==> src/rtl/elevator_pkg.sv <==
// -----------------------------------------------------------------------------
// elevator_pkg
// Shared definitions for the three-floor car controller:
//   - default floor codes and the floor-code type
//   - FSM state enumeration
//   - floor-index helpers that answer "is any lamp lit above / below here?"
// Floors are handled internally as indices 0 (first), 1 (second), 2 (third);
// lamp vectors use the same indexing (bit 0 = first floor).
// -----------------------------------------------------------------------------
package elevator_pkg;

  typedef logic [1:0] floor_code_t;
  typedef logic [1:0] floor_idx_t;

  localparam floor_code_t ST_FLOOR_CODE = 2'b00;
  localparam floor_code_t ND_FLOOR_CODE = 2'b01;
  localparam floor_code_t RD_FLOOR_CODE = 2'b10;
  localparam int          NUM_FLOORS    = 3;

  typedef enum logic [1:0] {
    IDLE      = 2'd0,
    MOVE_UP   = 2'd1,
    MOVE_DOWN = 2'd2,
    DOOR_OPEN = 2'd3
  } car_state_t;

  // Any lamp lit on a floor strictly above idx.
  function automatic logic req_above(input logic [NUM_FLOORS-1:0] leds,
                                     input floor_idx_t idx);
    logic r;
    r = 1'b0;
    for (int i = 0; i < NUM_FLOORS; i++) begin
      if (i > int'(idx)) r = r | leds[i];
    end
    return r;
  endfunction

  // Any lamp lit on a floor strictly below idx.
  function automatic logic req_below(input logic [NUM_FLOORS-1:0] leds,
                                     input floor_idx_t idx);
    logic r;
    r = 1'b0;
    for (int i = 0; i < NUM_FLOORS; i++) begin
      if (i < int'(idx)) r = r | leds[i];
    end
    return r;
  endfunction

endpackage

==> src/rtl/car_controller_if.sv <==
// -----------------------------------------------------------------------------
// car_controller_if
// Call buttons in, car status out.
//   st/nd/rd_button : level call request per floor (panel -> car)
//   state           : current floor code            (car -> panel)
//   st/nd/rd_led    : pending-request lamps         (car -> panel)
//   open_door       : door open                     (car -> panel)
//   moving          : car between floors            (car -> panel)
//   dir_up          : current / last travel direction, 1 = up
// master = button panel / environment, slave = car controller.
// -----------------------------------------------------------------------------
interface car_controller_if;
  import elevator_pkg::*;

  logic        st_button;
  logic        nd_button;
  logic        rd_button;
  floor_code_t state;
  logic        st_led;
  logic        nd_led;
  logic        rd_led;
  logic        open_door;
  logic        moving;
  logic        dir_up;

  modport master (
    output st_button, nd_button, rd_button,
    input  state, st_led, nd_led, rd_led, open_door, moving, dir_up
  );

  modport slave (
    input  st_button, nd_button, rd_button,
    output state, st_led, nd_led, rd_led, open_door, moving, dir_up
  );
endinterface

==> src/rtl/car_controller_call_latch.sv <==
// -----------------------------------------------------------------------------
// call_latch
// One registered lamp per floor. A set request lights the lamp on the next
// edge unless it is blocked; a clear always wins over a set in the same cycle.
// Ports:
//   clk, rst   : clock, synchronous active-high reset (all lamps off)
//   i_set      : raw button levels
//   i_block    : suppress setting (door already open at that floor)
//   i_clear    : floor being served this edge
//   o_led      : lamp state (registered)
// -----------------------------------------------------------------------------
module call_latch
  import elevator_pkg::*;
#(
  parameter int N = NUM_FLOORS
) (
  input  logic         clk,
  input  logic         rst,
  input  logic [N-1:0] i_set,
  input  logic [N-1:0] i_block,
  input  logic [N-1:0] i_clear,
  output logic [N-1:0] o_led
);

  logic [N-1:0] r_led;

  always_ff @(posedge clk) begin
    if (rst) begin
      r_led <= '0;
    end else begin
      for (int i = 0; i < N; i++) begin
        if (i_clear[i]) begin
          r_led[i] <= 1'b0;
        end else if (i_set[i] && !i_block[i]) begin
          r_led[i] <= 1'b1;
        end
      end
    end
  end

  assign o_led = r_led;

endmodule

==> src/rtl/car_controller.sv <==
// -----------------------------------------------------------------------------
// car_controller
// Three-floor elevator car: latches calls, chooses direction, times travel
// between floors and the door-open interval.
// Ports:
//   clk  : clock, rising edge
//   rst  : synchronous active-high reset (car to first floor, idle, no calls)
//   car  : car_controller_if.slave (buttons in; floor, lamps, door, moving,
//          direction out -- all outputs registered)
// Parameters: floor codes, TRAVEL_CYCLES per floor hop, DOOR_CYCLES door open.
// -----------------------------------------------------------------------------
module car_controller
  import elevator_pkg::*;
#(
  parameter floor_code_t ST_FLOOR      = ST_FLOOR_CODE,
  parameter floor_code_t ND_FLOOR      = ND_FLOOR_CODE,
  parameter floor_code_t RD_FLOOR      = RD_FLOOR_CODE,
  parameter int          TRAVEL_CYCLES = 8,
  parameter int          DOOR_CYCLES   = 4
) (
  input logic             clk,
  input logic             rst,
  car_controller_if.slave car
);

  localparam int CNT_MAX = (TRAVEL_CYCLES > DOOR_CYCLES) ? TRAVEL_CYCLES : DOOR_CYCLES;
  localparam int CNT_W   = (CNT_MAX > 1) ? $clog2(CNT_MAX) : 1;
  // Counters run from LOAD down to 0, so a phase lasts LOAD+1 cycles.
  localparam logic [CNT_W-1:0] TRAVEL_LOAD = CNT_W'(TRAVEL_CYCLES - 1);
  localparam logic [CNT_W-1:0] DOOR_LOAD   = CNT_W'(DOOR_CYCLES - 1);
  localparam floor_idx_t       TOP_IDX     = floor_idx_t'(NUM_FLOORS - 1);

  function automatic floor_code_t idx_to_code(input floor_idx_t idx);
    case (idx)
      2'd0:    return ST_FLOOR;
      2'd1:    return ND_FLOOR;
      default: return RD_FLOOR;
    endcase
  endfunction

  car_state_t       r_fsm,    w_fsm_next;
  floor_idx_t       r_floor,  w_floor_next;
  logic [CNT_W-1:0] r_cnt,    w_cnt_next;
  logic             r_dir_up, w_dir_next;
  floor_code_t      r_state;
  logic             r_moving;
  logic             r_open_door;

  logic [NUM_FLOORS-1:0] w_btn;
  logic [NUM_FLOORS-1:0] w_led;
  logic [NUM_FLOORS-1:0] w_clear;
  logic [NUM_FLOORS-1:0] w_block;
  floor_idx_t            w_arrive;
  logic                  w_above;
  logic                  w_below;

  assign w_btn   = {car.rd_button, car.nd_button, car.st_button};
  assign w_above = req_above(w_led, r_floor);
  assign w_below = req_below(w_led, r_floor);

  call_latch #(.N(NUM_FLOORS)) u_call_latch (
    .clk     (clk),
    .rst     (rst),
    .i_set   (w_btn),
    .i_block (w_block),
    .i_clear (w_clear),
    .o_led   (w_led)
  );

  always_comb begin
    w_fsm_next   = r_fsm;
    w_floor_next = r_floor;
    w_cnt_next   = r_cnt;
    w_dir_next   = r_dir_up;
    w_clear      = '0;
    w_block      = '0;
    w_arrive     = r_floor;

    case (r_fsm)
      IDLE: begin
        w_cnt_next = '0;
        // A press at the current floor opens the door on the very next edge;
        // the same-edge clear keeps its lamp from ever lighting.
        if (w_led[r_floor] || w_btn[r_floor]) begin
          w_fsm_next        = DOOR_OPEN;
          w_clear[r_floor]  = 1'b1;
          w_cnt_next        = DOOR_LOAD;
        end else if (w_above && (r_dir_up || !w_below)) begin
          w_fsm_next = MOVE_UP;
          w_dir_next = 1'b1;
          w_cnt_next = TRAVEL_LOAD;
        end else if (w_below) begin
          w_fsm_next = MOVE_DOWN;
          w_dir_next = 1'b0;
          w_cnt_next = TRAVEL_LOAD;
        end
      end

      MOVE_UP, MOVE_DOWN: begin
        if (r_cnt != '0) begin
          w_cnt_next = r_cnt - CNT_W'(1);
        end else begin
          w_arrive     = (r_fsm == MOVE_UP) ? (r_floor + 2'd1) : (r_floor - 2'd1);
          w_floor_next = w_arrive;
          if (w_arrive == TOP_IDX) begin
            w_dir_next = 1'b0;
          end else if (w_arrive == 2'd0) begin
            w_dir_next = 1'b1;
          end

          if (w_led[w_arrive]) begin
            w_fsm_next        = DOOR_OPEN;
            w_clear[w_arrive] = 1'b1;
            w_cnt_next        = DOOR_LOAD;
          end else if ((r_fsm == MOVE_UP   && req_above(w_led, w_arrive)) ||
                       (r_fsm == MOVE_DOWN && req_below(w_led, w_arrive))) begin
            w_cnt_next = TRAVEL_LOAD;   // pass through, keep direction
          end else begin
            w_fsm_next = IDLE;
            w_cnt_next = '0;
          end
        end
      end

      DOOR_OPEN: begin
        // Calls for the floor being served hold the door instead of lighting.
        w_block[r_floor] = 1'b1;
        if (w_btn[r_floor]) begin
          w_cnt_next = DOOR_LOAD;
        end else if (r_cnt != '0) begin
          w_cnt_next = r_cnt - CNT_W'(1);
        end else begin
          w_fsm_next = IDLE;
        end
      end

      default: begin
        w_fsm_next = IDLE;
        w_cnt_next = '0;
      end
    endcase
  end

  always_ff @(posedge clk) begin
    if (rst) begin
      r_fsm       <= IDLE;
      r_floor     <= 2'd0;
      r_cnt       <= '0;
      r_dir_up    <= 1'b1;
      r_state     <= ST_FLOOR;
      r_moving    <= 1'b0;
      r_open_door <= 1'b0;
    end else begin
      r_fsm       <= w_fsm_next;
      r_floor     <= w_floor_next;
      r_cnt       <= w_cnt_next;
      r_dir_up    <= w_dir_next;
      r_state     <= idx_to_code(w_floor_next);
      r_moving    <= (w_fsm_next == MOVE_UP) || (w_fsm_next == MOVE_DOWN);
      r_open_door <= (w_fsm_next == DOOR_OPEN);
    end
  end

  assign car.state     = r_state;
  assign car.st_led    = w_led[0];
  assign car.nd_led    = w_led[1];
  assign car.rd_led    = w_led[2];
  assign car.open_door = r_open_door;
  assign car.moving    = r_moving;
  assign car.dir_up    = r_dir_up;

endmodule

==> src/flat_wrapper.sv <==
// flat-port wrapper written by rule: the top's interface ports become plain ports
module car_controller_flat import elevator_pkg::*;
#(
  parameter floor_code_t ST_FLOOR      = ST_FLOOR_CODE,
  parameter floor_code_t ND_FLOOR      = ND_FLOOR_CODE,
  parameter floor_code_t RD_FLOOR      = RD_FLOOR_CODE,
  parameter int          TRAVEL_CYCLES = 8,
  parameter int          DOOR_CYCLES   = 4
)
  (clk, rst, car_st_button, car_nd_button, car_rd_button, car_state, car_st_led, car_nd_led, car_rd_led, car_open_door, car_moving, car_dir_up);
  car_controller_if car_i ();
  input logic clk;
  input logic rst;
  input wire logic [$bits(car_i.st_button)-1:0] car_st_button;
  input wire logic [$bits(car_i.nd_button)-1:0] car_nd_button;
  input wire logic [$bits(car_i.rd_button)-1:0] car_rd_button;
  output wire logic [$bits(car_i.state)-1:0] car_state;
  output wire logic [$bits(car_i.st_led)-1:0] car_st_led;
  output wire logic [$bits(car_i.nd_led)-1:0] car_nd_led;
  output wire logic [$bits(car_i.rd_led)-1:0] car_rd_led;
  output wire logic [$bits(car_i.open_door)-1:0] car_open_door;
  output wire logic [$bits(car_i.moving)-1:0] car_moving;
  output wire logic [$bits(car_i.dir_up)-1:0] car_dir_up;
  assign car_i.st_button = car_st_button;
  assign car_i.nd_button = car_nd_button;
  assign car_i.rd_button = car_rd_button;
  assign car_state = car_i.state;
  assign car_st_led = car_i.st_led;
  assign car_nd_led = car_i.nd_led;
  assign car_rd_led = car_i.rd_led;
  assign car_open_door = car_i.open_door;
  assign car_moving = car_i.moving;
  assign car_dir_up = car_i.dir_up;
  car_controller #(.ST_FLOOR(ST_FLOOR), .ND_FLOOR(ND_FLOOR), .RD_FLOOR(RD_FLOOR), .TRAVEL_CYCLES(TRAVEL_CYCLES), .DOOR_CYCLES(DOOR_CYCLES)) u_core (.clk(clk), .rst(rst), .car(car_i));
endmodule
==> config.mk <==
export PLATFORM = sky130hd
export DESIGN_NAME = car_controller_flat
export DESIGN_NICKNAME = d
export VERILOG_FILES = /design/src/rtl/elevator_pkg.sv /design/src/rtl/car_controller_if.sv /design/src/rtl/car_controller_call_latch.sv /design/src/rtl/car_controller.sv /design/src/flat_wrapper.sv
export SDC_FILE = /design/constraint.sdc
export NUM_CORES = 1
export LEC_CHECK = 0
export CAP_MARGIN = 15
export CORE_MARGIN = 5
export CORE_UTILIZATION = 35
export DETAILED_ROUTE_END_ITERATION = 16
export PLACE_DENSITY = 0.6
export SETUP_SLACK_MARGIN = 0.15
export SYNTH_ARGS = -nofsm -noshare
export SYNTH_HDL_FRONTEND = slang
export SYNTH_SLANG_ARGS = --single-unit
export TNS_END_PERCENT = 30
==> constraint.sdc <==
create_clock -name clk -period 3.77 [get_ports clk]
set_input_delay 1.131 -clock clk [delete_from_list [all_inputs] [get_ports clk]]
set_output_delay 1.131 -clock clk [all_outputs]
set_load 0.01 [all_outputs]
==> flow_metrics.env, run 1 <==
export IMPL_fillCellCount=355
export IMPL_dp_worst_setup_slack_ns=0.493
export IMPL_clock_path_buffers=2
export IMPL_maxCapViolations=0
export IMPL_clk_pin_slew_ns=0.06
export IMPL_overflow=0
export IMPL_crit_buf_inv=1
export IMPL_yosys_warnings=0
export IMPL_min_period_over_period_pct=82.4
export IMPL_cts_root_buf="clkbuf_8"
export IMPL_worst_slew_margin_rel_pct=58.4
export IMPL_worst_slack_ns=0.662
export IMPL_postCtsSetupRepairBufs=0
export IMPL_place_congestion=0.869
export IMPL_tightestPinTransition_ns=0.623
export IMPL_core_um2=3610
export IMPL_fin_crit_ns=3.11
export IMPL_layout_cells_most_common="dfxtp_1"
export IMPL_drt_iter0_markers=46
export IMPL_worstSetupEndpointType="flop"
export IMPL_path_delay_family="adder cells"
export IMPL_cp_depth=9
export IMPL_synthToLayoutAreaGrowth_pct=13.5
export IMPL_cellPowerDensity_nw_per_um2=943
export IMPL_synth_seq_cells=15
export IMPL_ios=13
export IMPL_crit_fanout=13
export IMPL_irDropWorstVdd_v=0.000322
export IMPL_drcViolationCount=0
export IMPL_cpMostUsedCell="ha_1"
export IMPL_r2r_worst_path_cells=9
export IMPL_nets=174
export IMPL_via_per_inst=5.66
export IMPL_drv_slew=0
export IMPL_start_util_pct=35.7
export IMPL_drive_above_1_share_pct=11.5
export IMPL_min_from="u_core.car.dir_up"
export IMPL_ctsHoldBuffers=0
export IMPL_grt_max_degree=16
export IMPL_rsz0062_at_grt="no"
export IMPL_dp_hpwl_um=2210
export IMPL_syn_inst=148
export IMPL_numCtsBuffers=3
export IMPL_layout_common_cells="dfxtp_1 (15), nand2_1 (13), ha_1 (12), clkdlybuf4s50_1 (12), nor2_1 (10)"
export IMPL_synthFlopType="dfxtp_1"
export IMPL_r2r_start="u_core.r_floor[0]"
export IMPL_cts_tree="done"
export IMPL_worstSetupPathType="reg -> reg"
export IMPL_min_path_type="reg -> reg"
export IMPL_first_pass_iters=4
export IMPL_ys_seq_area_share_pct=23.3
export IMPL_rows=22
export IMPL_worstPathRequired_ns=3.88
export IMPL_ant_nets=0
export IMPL_synth_edf_count=0
export IMPL_setup_viol=0
export IMPL_synth_cell_types=51
export IMPL_syn_num_nets=165
export IMPL_p_leak_uw=0.000574
export IMPL_drt_wl_total_um=2990
export IMPL_outcome="complete, no violations"
export IMPL_syn_area_per_cell_um2=8.71
export IMPL_grt_pass1_wl_um=5140
export IMPL_crit_start="u_core.r_floor[0]"
export IMPL_clock_latency_ns=0.25
export IMPL_fp_dieArea_um2=5000
export IMPL_synth_area_um2=1290
export IMPL_grt_pass1_vias=1121
export IMPL_wl_per_cell_um=14.7
export IMPL_power_total_uw=1380
export IMPL_h_tree_depth=1
export IMPL_cts_resized=0
export IMPL_hold_depth=2
export IMPL_grtUsageTotal_pct=12.3
export IMPL_cp_cell_sequence="inv_1 -> ha_1 -> xor2_2 -> mux2_4 -> o31ai_1 -> o211ai_1 -> nand3_1 -> ha_1 -> nor2b_1"
export IMPL_critPathLaunchType="flop"
export IMPL_cp_arrival_ns=3.22
export IMPL_vias=1154
export IMPL_die_x_um=70.7
export IMPL_die_y_um=70.7
export IMPL_hold_ws_ns=0.567
export IMPL_finClkSkew_ns=0.00335
export IMPL_hold_viol_final=0
export IMPL_async_reset_ff_share_pct=0
export IMPL_clock_sinks=15
export IMPL_antennaDiodeCount=0
export IMPL_cp_slowest_cell="dfxtp_1"
export IMPL_slowest_delay_ns=0.64
export IMPL_antenna_found_initial=0
export IMPL_portBuffers=12
export IMPL_tns_ns=0
export IMPL_fmax_mhz=322
[metal layers]
| layer | GRT usage [%] | routed length (µm) | share of wire, % |
|---|---|---|---|
| met1 | 15.4 | 1330 | 44 |
| met2 | 19.9 | 1360 | 46 |
| met3 | 3.98 | 229 | 7.7 |
| met4 | 3.97 | 66 | 2.2 |
| met5 | 0 | 0 | 0 |
[sequential cells by signal, summed over array words and instances (netlist names)]
name / flops
u_core.r_floor: 2
u_core.car.open_door: 1
u_core.r_cnt: 3
u_core.r_fsm: 2
u_core.car.state: 2
u_core.u_call_latch.o_led: 3
u_core.car.moving: 1
u_core.car.dir_up: 1
[kinds of logic after synthesis]
logic type	after synthesis	share of synthesized area, %
compound gates	49	31.2
simple gates	45	17.6
buf+inv	17	6.60
flops	15	23.3
fa+ha+maj	12	11.7
mux	7	7.09
xor+xnor	3	2.62
[cells in the mapped netlist (3+ instances only)]
cell type	number	area (µm²)
inv_1	9	33.8
nor2b_1	6	37.5
dfxtp_1	15	300
a211oi_1	5	37.5
o31ai_1	3	22.5
a31oi_1	4	25.0
nand2_1	13	48.8
a21oi_1	8	40.0
buf_4	3	22.5
o211ai_1	4	30.0
ha_1	12	150
nor2_1	10	37.5
nand3_1	3	15.0
mux2_2	3	33.8
[tightest hold or removal path, stage by stage, from the launching register on]
cell	delay, ns
dfxtp_1	0.32
nor2_1	0.11
mux2i_1	0.08
[metrics by stage]
stage / instance area (µm²) / std cells / utilization, %
floorplan: 1290 / 148 / -
global placement: 1420 / 200 / 39.3
detailed placement: 1420 / 200 / 39.3
CTS: 1460 / 204 / 40.6
global route: 1460 / 204 / 40.6
finish: 1460 / 204 / 40.6
[final timing paths]
path,end,slack (ns)
worst min-delay path,u_core.car.dir_up,0.57
worst min register to register,u_core.car.dir_up,0.57
worst max-delay path,u_core.car.moving,0.66
worst max register to register,u_core.car.moving,0.66
[area by class of cell]
class / instances / area (µm²) / area share, %
multi-input cells: 116 / 903 / 61.8
flip-flops and latches: 15 / 300 / 20.5
repair buffers: 12 / 120 / 8.21
well taps: 48 / 60.1 / 4.11
clock buffers: 4 / 45.0 / 3.08
inverters: 9 / 33.8 / 2.31
[report_power, final]
| group | internal (µW) | switching [µW] | leakage [µW] |
|---|---|---|---|
| Clock | 74.8 | 54.0 | 0.0000228 |
| Combinational | 420 | 525 | 0.000427 |
| Sequential | 228 | 77.4 | 0.000124 |
Power figures use the tool's default switching activity.
==> run 2: changes to the inputs <==
- clock period: 3.77 -> 3.1 ns (I/O delays scaled with it)
==> run 2 against run 1 <==
- hold slack got worse by 0.031 ns
- wire length grew 7.4%
- setup slack worse by 0.26 ns
- critical endpoint unchanged
- non-clock buffer count is 6 higher
- sequential power up 16%
- global-route usage increased by 1.9 points
==> flow_metrics.env, run 2 (synthesis gave the netlist of run 1 again) <==
export IMPL_min_path_type="reg -> reg"
export IMPL_grt_pass1_wl_um=5720
export IMPL_vias=1162
export IMPL_cellPowerDensity_nw_per_um2=1170
export IMPL_outcome="complete, no violations"
export IMPL_worstPathRequired_ns=3.23
export IMPL_finClkSkew_ns=0.00763
export IMPL_hold_ws_ns=0.537
export IMPL_worst_slew_margin_rel_pct=57.5
export IMPL_tightestPinTransition_ns=0.636
export IMPL_clock_sinks=15
export IMPL_min_period_over_period_pct=87.1
export IMPL_setup_viol=0
export IMPL_place_congestion=0.848
export IMPL_h_tree_depth=1
export IMPL_via_per_inst=5.53
export IMPL_drv_slew=0
export IMPL_rows=22
export IMPL_clock_latency_ns=0.26
export IMPL_fin_crit_ns=2.70
export IMPL_grt_max_degree=16
export IMPL_die_y_um=70.7
export IMPL_fp_dieArea_um2=5000
export IMPL_drt_wl_total_um=3210
export IMPL_cp_arrival_ns=2.83
export IMPL_postCtsSetupRepairBufs=0
export IMPL_drcViolationCount=0
export IMPL_dp_hpwl_um=2400
export IMPL_antennaDiodeCount=0
export IMPL_die_x_um=70.7
export IMPL_hold_viol_final=0
export IMPL_numCtsBuffers=3
export IMPL_first_pass_iters=4
export IMPL_drive_above_1_share_pct=14.8
export IMPL_layout_cells_most_common="dfxtp_1"
export IMPL_irDropWorstVdd_v=0.000393
export IMPL_worstSetupEndpointType="flop"
export IMPL_critPathLaunchType="input port"
export IMPL_cts_resized=0
export IMPL_worstSetupPathType="in -> reg"
export IMPL_portBuffers=12
export IMPL_drt_iter0_markers=82
export IMPL_synthToLayoutAreaGrowth_pct=17.0
export IMPL_antenna_found_initial=0
export IMPL_wl_per_cell_um=15.3
export IMPL_final_util_pct=41.8
export IMPL_grt_pass1_vias=1166
export IMPL_fmax_mhz=370
export IMPL_p_leak_uw=0.000602
export IMPL_tns_ns=0
export IMPL_clk_pin_slew_ns=0.07
export IMPL_ctsHoldBuffers=0
export IMPL_rsz0062_at_grt="no"
export IMPL_core_um2=3610
export IMPL_start_util_pct=35.7
export IMPL_cts_root_buf="clkbuf_8"
export IMPL_cts_tree="done"
export IMPL_ant_nets=0
export IMPL_place_inst=206
export IMPL_nets=180
export IMPL_crit_fanout=4
export IMPL_maxCapViolations=0
export IMPL_ios=13
export IMPL_dp_worst_setup_slack_ns=0.193
export IMPL_layout_common_cells="dfxtp_1 (15), nand2_1 (13), ha_1 (12), clkdlybuf4s50_1 (12), nor2_1 (10)"
export IMPL_fillCellCount=374
export IMPL_clock_path_buffers=2
export IMPL_worst_slack_ns=0.399
export IMPL_grtUsageTotal_pct=14.2
export IMPL_overflow=0
export IMPL_stdcell_count=210
-- run 2: cell types whose count changed in the layout (fill, tap and decap cells not counted), sizes merged --
| cell | before | now |
|---|---|---|
| buf | 0 | 6 |
-- run 2: layout make-up --
cell class | instances | area, µm² | share of cell area [%]
inverters | 9 | 33.8 | 2.24
flip-flops and latches | 15 | 300 | 19.9
multi-input cells | 116 | 903 | 59.9
repair buffers | 18 | 165 | 11.0
clock buffers | 4 | 45.0 | 2.99
well taps | 48 | 60.1 | 3.98
-- run 2: routing by layer --
metal	routed length, µm	GRT usage (%)	vias to the layer above
met5	0	0	-
met4	35	3.76	0
met3	222	3.69	6
met2	1520	23.3	39
met1	1440	18.4	543
li1	-	-	574
-- run 2: power breakdown --
group	internal, µW	leakage [µW]	switching (µW)
logic	565	0.000456	679
clock network	91.3	0.0000228	73.0
registers	277	0.000124	75.8
total	934	0.000602	828
-- run 2: worst paths after layout --
kind | endpoint | slack, ns | from | cells past startpoint
worst min-delay path | u_core.car.dir_up | 0.54 | u_core.car.dir_up | 2
worst max register to register | u_core.car.moving | 0.41 | u_core.r_floor[1] | 9
worst max-delay path | u_core.car.moving | 0.40 | car_st_button | 8
worst min register to register | u_core.car.dir_up | 0.54 | u_core.car.dir_up | 2
-- run 2: worst max-delay path: stages --
cell	delay [ns]
clkdlybuf4s50_1	0.44
mux2_2	0.31
a21oi_4	0.21
a21oi_1	0.12
a211oi_1	0.28
a21oi_1	0.12
ha_1	0.29
nor2b_1	0.12
-- run 2: through the flow --
| step | instance area [µm²] | power [µW] |
|---|---|---|
| after detailed placement | 1460 | 1590 |
| after global placement | 1460 | 1570 |
| final | 1510 | 1760 |
| after CTS | 1510 | 1760 |
| after floorplan | 1290 | 1250 |
| after global routing | 1510 | 1930 |
